===== config.mk =====
export PLATFORM = sky130hd
export DESIGN_NAME = rv32_shift_arbiter_flat
export DESIGN_NICKNAME = d
export VERILOG_FILES = /design/src/rtl/rv32_shift_arbiter_if.sv /design/src/rtl/rv32_shift_arbiter.sv /design/src/flat_wrapper.sv
export SDC_FILE = /design/constraint.sdc
export NUM_CORES = 1
export LEC_CHECK = 0
export CAP_MARGIN = 0
export CELL_PAD_IN_SITES_DETAIL_PLACEMENT = 1
export CELL_PAD_IN_SITES_GLOBAL_PLACEMENT = 2
export CORE_MARGIN = 2
export CORE_UTILIZATION = 25
export CTS_CLUSTER_DIAMETER = 30
export DETAILED_ROUTE_END_ITERATION = 7
export PLACE_DENSITY_LB_ADDON = 0.1
export SETUP_SLACK_MARGIN = 0.2
export SLEW_MARGIN = 20
export SYNTH_ARGS = -nofsm -noshare
export SYNTH_HDL_FRONTEND = slang
export SYNTH_SLANG_ARGS = --single-unit

===== constraint.sdc =====
create_clock -name clk -period 2.3 [get_ports clk]
set_input_delay 0.46 -clock clk [delete_from_list [all_inputs] [get_ports clk]]
set_output_delay 0.46 -clock clk [all_outputs]
set_load 0.1 [all_outputs]

===== src/rtl/rv32_shift_arbiter_if.sv =====
// Handshake bundle for rv32_shift_arbiter.
//   in0_* / in1_* : two requesters (valid/ready, 2-bit op, operand, shift amount, tag)
//   out_*         : one-entry result stage (valid/ready, shifted data, tag, source index)
// modport master : requester/consumer side (drives requests and out_ready)
// modport slave  : arbiter side (drives the readies and the result stage)
interface rv32_shift_arbiter_if #(
    parameter int unsigned TAG_W = 4
);
    logic             in0_valid;
    logic             in0_ready;
    logic [1:0]       in0_op;
    logic [31:0]      in0_rs1;
    logic [4:0]       in0_shamt;
    logic [TAG_W-1:0] in0_tag;

    logic             in1_valid;
    logic             in1_ready;
    logic [1:0]       in1_op;
    logic [31:0]      in1_rs1;
    logic [4:0]       in1_shamt;
    logic [TAG_W-1:0] in1_tag;

    logic             out_valid;
    logic             out_ready;
    logic [31:0]      out_data;
    logic [TAG_W-1:0] out_tag;
    logic             out_src;

    modport master (
        output in0_valid, in0_op, in0_rs1, in0_shamt, in0_tag,
        output in1_valid, in1_op, in1_rs1, in1_shamt, in1_tag,
        output out_ready,
        input  in0_ready, in1_ready,
        input  out_valid, out_data, out_tag, out_src
    );

    modport slave (
        input  in0_valid, in0_op, in0_rs1, in0_shamt, in0_tag,
        input  in1_valid, in1_op, in1_rs1, in1_shamt, in1_tag,
        input  out_ready,
        output in0_ready, in1_ready,
        output out_valid, out_data, out_tag, out_src
    );
endinterface


===== src/rtl/rv32_shift_arbiter.sv =====
// rv32_barrel_shifter: combinational 32-bit shifter.
//   enable     : 0 forces result to zero
//   immediate  : 1 takes the shift amount from code_bus[24:20] (I-type shamt field), else rs2[4:0]
//   code_bus   : instruction word
//   direction  : 0 left, 1 right
//   logical    : for right shifts, 1 zero-fills, 0 sign-fills
//   rs1, rs2   : operand and register shift amount
//   result     : shifted value
module rv32_barrel_shifter (
    input  logic        enable,
    input  logic        immediate,
    input  logic [31:0] code_bus,
    input  logic        direction,
    input  logic        logical,
    input  logic [31:0] rs1,
    input  logic [31:0] rs2,
    output logic [31:0] result
);
    logic [4:0] amount;
    logic       unused_bits;

    assign amount      = immediate ? code_bus[24:20] : rs2[4:0];
    assign unused_bits = ^{code_bus[31:25], code_bus[19:0], rs2[31:5]};

    always_comb begin
        result = '0;
        if (enable) begin
            if (!direction) begin
                result = rs1 << amount;
            end else if (logical) begin
                result = rs1 >> amount;
            end else begin
                result = 32'($signed(rs1) >>> amount);
            end
        end
    end
endmodule

// rv32_shift_arbiter: shares one barrel shifter between two requesters with
// round-robin arbitration and a one-entry registered result stage.
//   clk, rst : core clock, asynchronous active-high reset
//   bus      : rv32_shift_arbiter_if slave (two request channels, one result channel)
module rv32_shift_arbiter #(
    parameter int unsigned TAG_W = 4
) (
    input  logic                 clk,
    input  logic                 rst,
    rv32_shift_arbiter_if.slave  bus
);
    logic             ptr_q, ptr_d;
    logic             out_valid_q, out_valid_d;
    logic [31:0]      out_data_q, out_data_d;
    logic [TAG_W-1:0] out_tag_q, out_tag_d;
    logic             out_src_q, out_src_d;

    logic             can_accept;
    logic             ready0, ready1;
    logic             grant0, grant1;
    logic [1:0]       sel_op;
    logic [31:0]      sel_rs1;
    logic [4:0]       sel_shamt;
    logic [TAG_W-1:0] sel_tag;
    logic             direction, logical;
    logic [31:0]      shift_result;

    // Room in the output stage if it is empty or being drained this cycle.
    assign can_accept = !out_valid_q || bus.out_ready;

    // Ready depends only on the other requester's valid, never on its own.
    // Grants are held off while reset is asserted.
    assign ready0 = !rst && can_accept && (!ptr_q || !bus.in1_valid);
    assign ready1 = !rst && can_accept && (ptr_q || !bus.in0_valid);
    assign grant0 = ready0 && bus.in0_valid;
    assign grant1 = ready1 && bus.in1_valid;

    assign bus.in0_ready = ready0;
    assign bus.in1_ready = ready1;

    always_comb begin
        if (grant1) begin
            sel_op    = bus.in1_op;
            sel_rs1   = bus.in1_rs1;
            sel_shamt = bus.in1_shamt;
            sel_tag   = bus.in1_tag;
        end else begin
            sel_op    = bus.in0_op;
            sel_rs1   = bus.in0_rs1;
            sel_shamt = bus.in0_shamt;
            sel_tag   = bus.in0_tag;
        end
    end

    // Op decode; 2'b10 is folded into SLL.
    always_comb begin
        direction = 1'b0;
        logical   = 1'b1;
        unique case (sel_op)
            2'b01: begin
                direction = 1'b1;
                logical   = 1'b1;
            end
            2'b11: begin
                direction = 1'b1;
                logical   = 1'b0;
            end
            default: begin
                direction = 1'b0;
                logical   = 1'b1;
            end
        endcase
    end

    rv32_barrel_shifter u_shifter (
        .enable    (1'b1),
        .immediate (1'b0),
        .code_bus  (32'b0),
        .direction (direction),
        .logical   (logical),
        .rs1       (sel_rs1),
        .rs2       ({27'b0, sel_shamt}),
        .result    (shift_result)
    );

    always_comb begin
        ptr_d       = ptr_q;
        out_valid_d = out_valid_q;
        out_data_d  = out_data_q;
        out_tag_d   = out_tag_q;
        out_src_d   = out_src_q;
        if (grant0 || grant1) begin
            out_valid_d = 1'b1;
            out_data_d  = shift_result;
            out_tag_d   = sel_tag;
            out_src_d   = grant1;
            // The granted requester hands priority to the other one.
            ptr_d       = !grant1;
        end else if (bus.out_ready) begin
            out_valid_d = 1'b0;
        end
    end

    always_ff @(posedge clk or posedge rst) begin
        if (rst) begin
            ptr_q       <= 1'b0;
            out_valid_q <= 1'b0;
            out_data_q  <= '0;
            out_tag_q   <= '0;
            out_src_q   <= 1'b0;
        end else begin
            ptr_q       <= ptr_d;
            out_valid_q <= out_valid_d;
            out_data_q  <= out_data_d;
            out_tag_q   <= out_tag_d;
            out_src_q   <= out_src_d;
        end
    end

    assign bus.out_valid = out_valid_q;
    assign bus.out_data  = out_data_q;
    assign bus.out_tag   = out_tag_q;
    assign bus.out_src   = out_src_q;
endmodule


===== src/flat_wrapper.sv =====
// flat-port wrapper written by rule: the top's interface ports become plain ports
module rv32_shift_arbiter_flat 
#(
    parameter int unsigned TAG_W = 4
)
  (clk, rst, bus_in0_valid, bus_in0_op, bus_in0_rs1, bus_in0_shamt, bus_in0_tag, bus_in1_valid, bus_in1_op, bus_in1_rs1, bus_in1_shamt, bus_in1_tag, bus_out_ready, bus_in0_ready, bus_in1_ready, bus_out_valid, bus_out_data, bus_out_tag, bus_out_src);
  rv32_shift_arbiter_if #(.TAG_W(TAG_W)) bus_i ();
  input  logic clk;
  input  logic rst;
  input wire logic [$bits(bus_i.in0_valid)-1:0] bus_in0_valid;
  input wire logic [$bits(bus_i.in0_op)-1:0] bus_in0_op;
  input wire logic [$bits(bus_i.in0_rs1)-1:0] bus_in0_rs1;
  input wire logic [$bits(bus_i.in0_shamt)-1:0] bus_in0_shamt;
  input wire logic [$bits(bus_i.in0_tag)-1:0] bus_in0_tag;
  input wire logic [$bits(bus_i.in1_valid)-1:0] bus_in1_valid;
  input wire logic [$bits(bus_i.in1_op)-1:0] bus_in1_op;
  input wire logic [$bits(bus_i.in1_rs1)-1:0] bus_in1_rs1;
  input wire logic [$bits(bus_i.in1_shamt)-1:0] bus_in1_shamt;
  input wire logic [$bits(bus_i.in1_tag)-1:0] bus_in1_tag;
  input wire logic [$bits(bus_i.out_ready)-1:0] bus_out_ready;
  output wire logic [$bits(bus_i.in0_ready)-1:0] bus_in0_ready;
  output wire logic [$bits(bus_i.in1_ready)-1:0] bus_in1_ready;
  output wire logic [$bits(bus_i.out_valid)-1:0] bus_out_valid;
  output wire logic [$bits(bus_i.out_data)-1:0] bus_out_data;
  output wire logic [$bits(bus_i.out_tag)-1:0] bus_out_tag;
  output wire logic [$bits(bus_i.out_src)-1:0] bus_out_src;
  assign bus_i.in0_valid = bus_in0_valid;
  assign bus_i.in0_op = bus_in0_op;
  assign bus_i.in0_rs1 = bus_in0_rs1;
  assign bus_i.in0_shamt = bus_in0_shamt;
  assign bus_i.in0_tag = bus_in0_tag;
  assign bus_i.in1_valid = bus_in1_valid;
  assign bus_i.in1_op = bus_in1_op;
  assign bus_i.in1_rs1 = bus_in1_rs1;
  assign bus_i.in1_shamt = bus_in1_shamt;
  assign bus_i.in1_tag = bus_in1_tag;
  assign bus_i.out_ready = bus_out_ready;
  assign bus_in0_ready = bus_i.in0_ready;
  assign bus_in1_ready = bus_i.in1_ready;
  assign bus_out_valid = bus_i.out_valid;
  assign bus_out_data = bus_i.out_data;
  assign bus_out_tag = bus_i.out_tag;
  assign bus_out_src = bus_i.out_src;
  rv32_shift_arbiter #(.TAG_W(TAG_W)) u_core (.clk(clk), .rst(rst), .bus(bus_i));
endmodule

Word level (Yosys, flattened, before mapping)

Index checks and enable logic that the tools add are counted.

Register bits: 39
Input bits: 91
Output and inout port bits: 40
Logic and storage cells: 36

Eq/ne operators: 2
Shift operators: 3
Mux-type cells: 9
Reduce and logical (&&, ||, !) cells: 17

Operator list:

| kind                                                                  | number |
|---|---|
| 32-bit 2-to-1 mux                                                     | 3 |
| 32-bit by 5-bit << shifter with 32-bit output                         | 1 |
| 32-bit by 5-bit right shift with 32-bit output                        | 1 |
| 32-bit by 5-bit >>> shifter with 32-bit output                        | 1 |
| 1-bit zero test                                                       | 6 |
| 1-bit logical AND                                                     | 5 |
| 5-bit 2-to-1 mux                                                      | 1 |
| 1-bit logical OR                                                      | 4 |
| 4-bit 2-to-1 mux                                                      | 1 |
| 1-bit 2-to-1 mux                                                      | 3 |
| 2-bit by 1-bit equality test with 1-bit output, second input constant | 1 |
| 2-bit equality test, second input constant                            | 1 |
| 2-bit 2-to-1 mux                                                      | 1 |
| 2-bit nonzero test                                                    | 1 |
| 2-bit OR reduction                                                    | 1 |

Longest topological paths before layout

Depth after elaboration: 10
Depth in mapped cells: 12
Depth with buffers taken out: 8

Hierarchy

Synthesis repeated with hierarchy kept, for this count alone.

Cells, all modules: 705
Area total of the unflattened synthesis: 6,745.2 um^2

By module, submodules not included:

| module              | instances | cells an instance | area each (um^2) | seq. area each (um^2) |
|---|---|---|---|---|
| rv32_barrel_shifter | 1         | 542               | 4,485.6          | 0.0 |
| rv32_shift_arbiter  | 1         | 163               | 2,259.7          | 975.9 |

Worst setup path after synthesis

No wires, ideal clock.

Path kind: input to register
From: input port rst
To: register u_core.out_data_q[25] (netlist: u_core.bus.out_data[25])
Setup time: 134 ps
Data arrival time: 3,335 ps
Slack: -1,169 ps
Cell stages on the path: 7
Path through: inv_1 -> and3_1 -> nand2_1 -> nand2_2 -> nand2_2 -> a2111oi_0 -> a21oi_1

RTL lines:

| what                            | line                      | text |
|---|---|---|
| start, declared                 | flat_wrapper.sv:9         | `input logic rst;` |
| 1-bit zero test                 | rv32_shift_arbiter.sv:71  | `assign ready0 = !rst && can_accept && (!ptr_q \|\| !bus.in1_valid);` |
| 1-bit logical AND (2 in series) | rv32_shift_arbiter.sv:71  |  |
| named net bus_in0_ready         | flat_wrapper.sv:21        | `output wire logic [$bits(bus_i.in0_ready)-1:0] bus_in0_ready;` |
| 1-bit logical AND               | rv32_shift_arbiter.sv:73  | `assign grant0 = ready0 && bus.in0_valid;` |
| 1-bit logical OR                | rv32_shift_arbiter.sv:130 | `if (grant0 \|\| grant1) begin` |
| end signal, assigned            | rv32_shift_arbiter.sv:152 | `out_data_q <= out_data_d;` |
| end, declared                   | rv32_shift_arbiter.sv:52  | `logic [31:0] out_data_q, out_data_d;` |

The timed path passes the listed nets, and every way through them passes these cells.
A chain may end at the register's enable or synchronous reset.

Worst setup path after layout

From: register u_core.ptr_q
To: register u_core.out_data_q[25] (netlist: u_core.bus.out_data[25])

Cells in the longest elaborated chain, start to end: 8

RTL lines:

| what                                                      | line                      | text |
|---|---|---|
| start, declared                                           | rv32_shift_arbiter.sv:50  | `logic ptr_q, ptr_d;` |
| start signal, assigned                                    | rv32_shift_arbiter.sv:150 | `ptr_q <= ptr_d;` |
| branches (longest 8 deep; another with 32-bit 2-to-1 mux) | -                         |  |

Parallel ways; which one is timed is not known.

==> impl_results.md <==
- Outcome: finished with violations
- Failing checks: setup timing
- FF-to-FF path depth: 12
- All-Layer GR Usage: roughly 28%
- Final Max Slew Viols: 0
- Sequential-to-total area share from yosys stat: around 12%
- Number of global-route vias before repair: 11015
- P&R area growth vs syn: 87.3%
- DP Wirelength: approximately 38000 µm
- Max Cap Viol: 0
- Slowest cell on crit path: a2111oi_4
- Most used cell, CP: nand2b_4
- Pin count of the biggest net entering global routing: 38
- Fmax: 392 MHz
- Core ar.: 31600 µm²
- Hold Slack: 0.309 ns
- Wire per inst: around 25 µm
- Ports: roughly 130
- Tcrit/Tclk final: 111%
- Reg clk slew, reported paths: 0.07 ns
- Share of cells above drive strength 1: 55.1%
- Initial antenna violation count: 0
- FF-to-FF setup slack: -0.25 ns
- Cts bufs inserted: 5
- Clock sink total: 39
- Kind of critical path: reg -> reg
- Final WS setup: -0.253 ns
- RR Endpoint: u_core.bus.out_data[25]
- # diodes: 0
- Largest cells by area after synthesis: mux2i_1 15%, mux4_2 14%, dfrtp_1 12%
- DIE AREA: ~33000 µm²
- Post-route antenna net violation count: 0
- Synthesized area: between 7000 and 8000 µm²
- Synth area leader: mux2i_1
- PD cells: 597 nW/µm²
- CP top delay family: simple AND/OR/NAND/NOR gates
- Register bit total from synthesis: 39
- LEAKAGE: 0.00638 µW
- Initial core utilization: between 20% and 30%
- Global-route wire length before repair: between 70000 and 80000 µm
- Die Ht: approximately 180 µm
- Most frequent cell after synthesis: nand2_1
- Wirelength, routed: around 48000 µm
- Placed cell areas: about 12000 µm²
- Clock power share: approximately 8.1%
- Congestion Overflow GR: 0
- Chip Width: ~180 µm
- Post-synth EDFFs: 0
- Ys Warns: 0
- H-tree levels: 2
- Max incr delay on CP: 0.42 ns
- WP data required: 2.49 ns
- CP Cell Sequence: nand2b_4, buf_6, and4_4, buf_12, buf_16, and3_4, a31oi_4, nand2b_4, nand2_4, a2111oi_4, buf_4, a21oi_2
- Post-synth net total: around 1100
- # port buffers: 130
- Worst Skew: between 0.01 and 0.015 ns
- Initial drt markers: ~560
- Clk root buf: clkbuf_16
- RSZ-0062 raised after global routing: true
- Ys async rst share: between 90% and 100%
- Final std cells w/o fill: between 1500 and 2000
- Commonest cells in the netlist: 133 x nand2_1, 122 x mux2i_1, 118 x nor2_1, 73 x a21oi_1, 64 x o21ai_0
- Pint: 4040 µW
- Mean Syn Cell Area: between 7 and 8 µm²
- Via/cell ratio: around 5.5
- Switching Fraction: a little over half
- Layout Nets: 1624
- Measured slew at the worst slew-check pin: around 0.55 ns
- Count of final hold-check violations: 0
- Critical path buffer and inverter count: 4
- Max-slew headroom: 63.6%
- Ys flop type: dfrtp_1
- Final min period: about 2.6 ns
- Startpoint types: flip-flop
- Placed insts: between 1500 and 2000
- Critical path capture point type: flip-flop
- Placer Congestion: roughly 0.90
- Worst-Skew Late Latency: about 0.30 ns
- CTS tree: yes
- Synth Instances: about 1000
- Critical Path Start: u_core.ptr_q
- Clk buf depth: 2
- Post-route DRC: 0
- Seq pwr share: between 10% and 20%
- Post-route cell area: roughly 15000 µm²
- Via count: around 11000
- Worst vdd ir: 0.000543 V
- Crit path DAT: roughly 2.8 ns
- Area share of the largest cell type after synthesis: 15.3%
- Comb pwr share: 79.6%
- Switching pwr: 4900 µW
- Worst min path class: in -> async
- Post-synth cell types: between 70 and 80
- Critical Path Fanout Max: 5
- Core Rows: 65
- Worst R2R Start: u_core.ptr_q
- Setup violators final: 32
- First drt pass iteration count: 5
==> worst min-delay path: stages <==
cell and delay, ns:
buf_2 0.11, clkinvlp_4 0.17, buf_4 0.18
==> layout by cell type (no fill, tap or decap), types with 7 or more instances in the layout <==
master / count
a211oi_1: 10
buf_12: 30
a21oi_1: 37
o21ai_0: 25
dlygate4sd2_1: 31
o21ai_1: 28
mux2i_1: 89
mux2i_4: 23
nand2_1: 118
o21ai_2: 14
clkbuf_16: 8
mux2i_2: 13
mux4_2: 50
nor3_2: 8
o211ai_1: 25
buf_6: 52
and3_1: 7
dfrtp_1: 39
buf_8: 10
a31oi_1: 9
nand3_1: 21
nand2b_1: 7
o22ai_1: 9
nor2_2: 9
nor2_1: 103
a21oi_2: 32
buf_4: 412
nand2_2: 13
clkdlybuf4s50_1: 48
mux2_2: 31
o22ai_2: 8
nand2b_4: 7
a211oi_2: 18
nor3_1: 18
nor2_4: 9
==> how the worst max path moves through the flow <==
stage | end | slack [ns] | depth (start not counted)
after floorplan | u_core.bus.out_data[27] | -0.51 | 11
after global placement | u_core.bus.out_data[21] | -1.26 | 11
after detailed placement | u_core.bus.out_data[21] | -1.22 | 12
after CTS | u_core.bus.out_data[21] | -0.24 | 10
after global routing | u_core.bus.out_data[24] | -0.31 | 12
final | u_core.bus.out_data[25] | -0.25 | 12
==> flip-flops by register name, indices dropped and copies added, names as in the netlist <==
signal / flops
u_core.bus.out_src: 1
u_core.bus.out_tag: 4
u_core.bus.out_valid: 1
u_core.ptr_q: 1
u_core.bus.out_data: 32
==> metrics by stage <==
step	utilization, %	TNS [ns]	setup slack, ns	total power, µW
after CTS	44.1	-4.64	-0.243	8460
after global routing	47.5	-6.82	-0.310	9290
after floorplan	-	-14.82	-0.509	4700
final	47.5	-4.59	-0.253	8940
after global placement	39.6	-27.30	-1.26	7120
after detailed placement	39.6	-27.76	-1.22	7160
==> power groups by stage <==
stage / clock [µW] / sequential [µW] / combinational, µW
floorplan: 0 / 2850 / 1850
global placement: 0 / 1110 / 6010
detailed placement: 0 / 1120 / 6040
CTS: 741 / 1100 / 6610
global route: 758 / 1130 / 7410
finish: 724 / 1100 / 7120
==> area by class of cell <==
class / instances / area [µm²]
Fill cell: 3666 / 16600
Timing Repair Buffer: 600 / 5490
Clock buffer: 6 / 129
Sequential cell: 39 / 976
Clock inverter: 2 / 12.5
Inverter: 7 / 31.3
Multi-Input combinational cell: 880 / 7840
Tap cell: 402 / 503
==> cells by family after synthesis <==
logic type / count (synthesis) / share of synthesized area (%)
simple gates: 367 / 20.6
compound gates: 300 / 24.3
mux: 212 / 35.4
buf+inv: 102 / 7.52
flops: 39 / 12.2
==> timing repair <==
action / 4_1_cts / 5_1_grt
hold buffers: 0 / 0
setup buffers: 37 / 28
pin swaps: 54 / 62
gates cloned: 6 / 3
endpoints found under the setup margin: 34 / 32
resized for setup: 243 / 181
==> metal layers <==
layer,track usage [%],vias up,share of wire (%)
met5,0,-,0
met4,9.92,0,4.1
met3,2.12,76,3.4
met2,49.7,293,50
met1,35.5,5304,43
li1,-,4910,-
(Power assumes the default switching activity.)
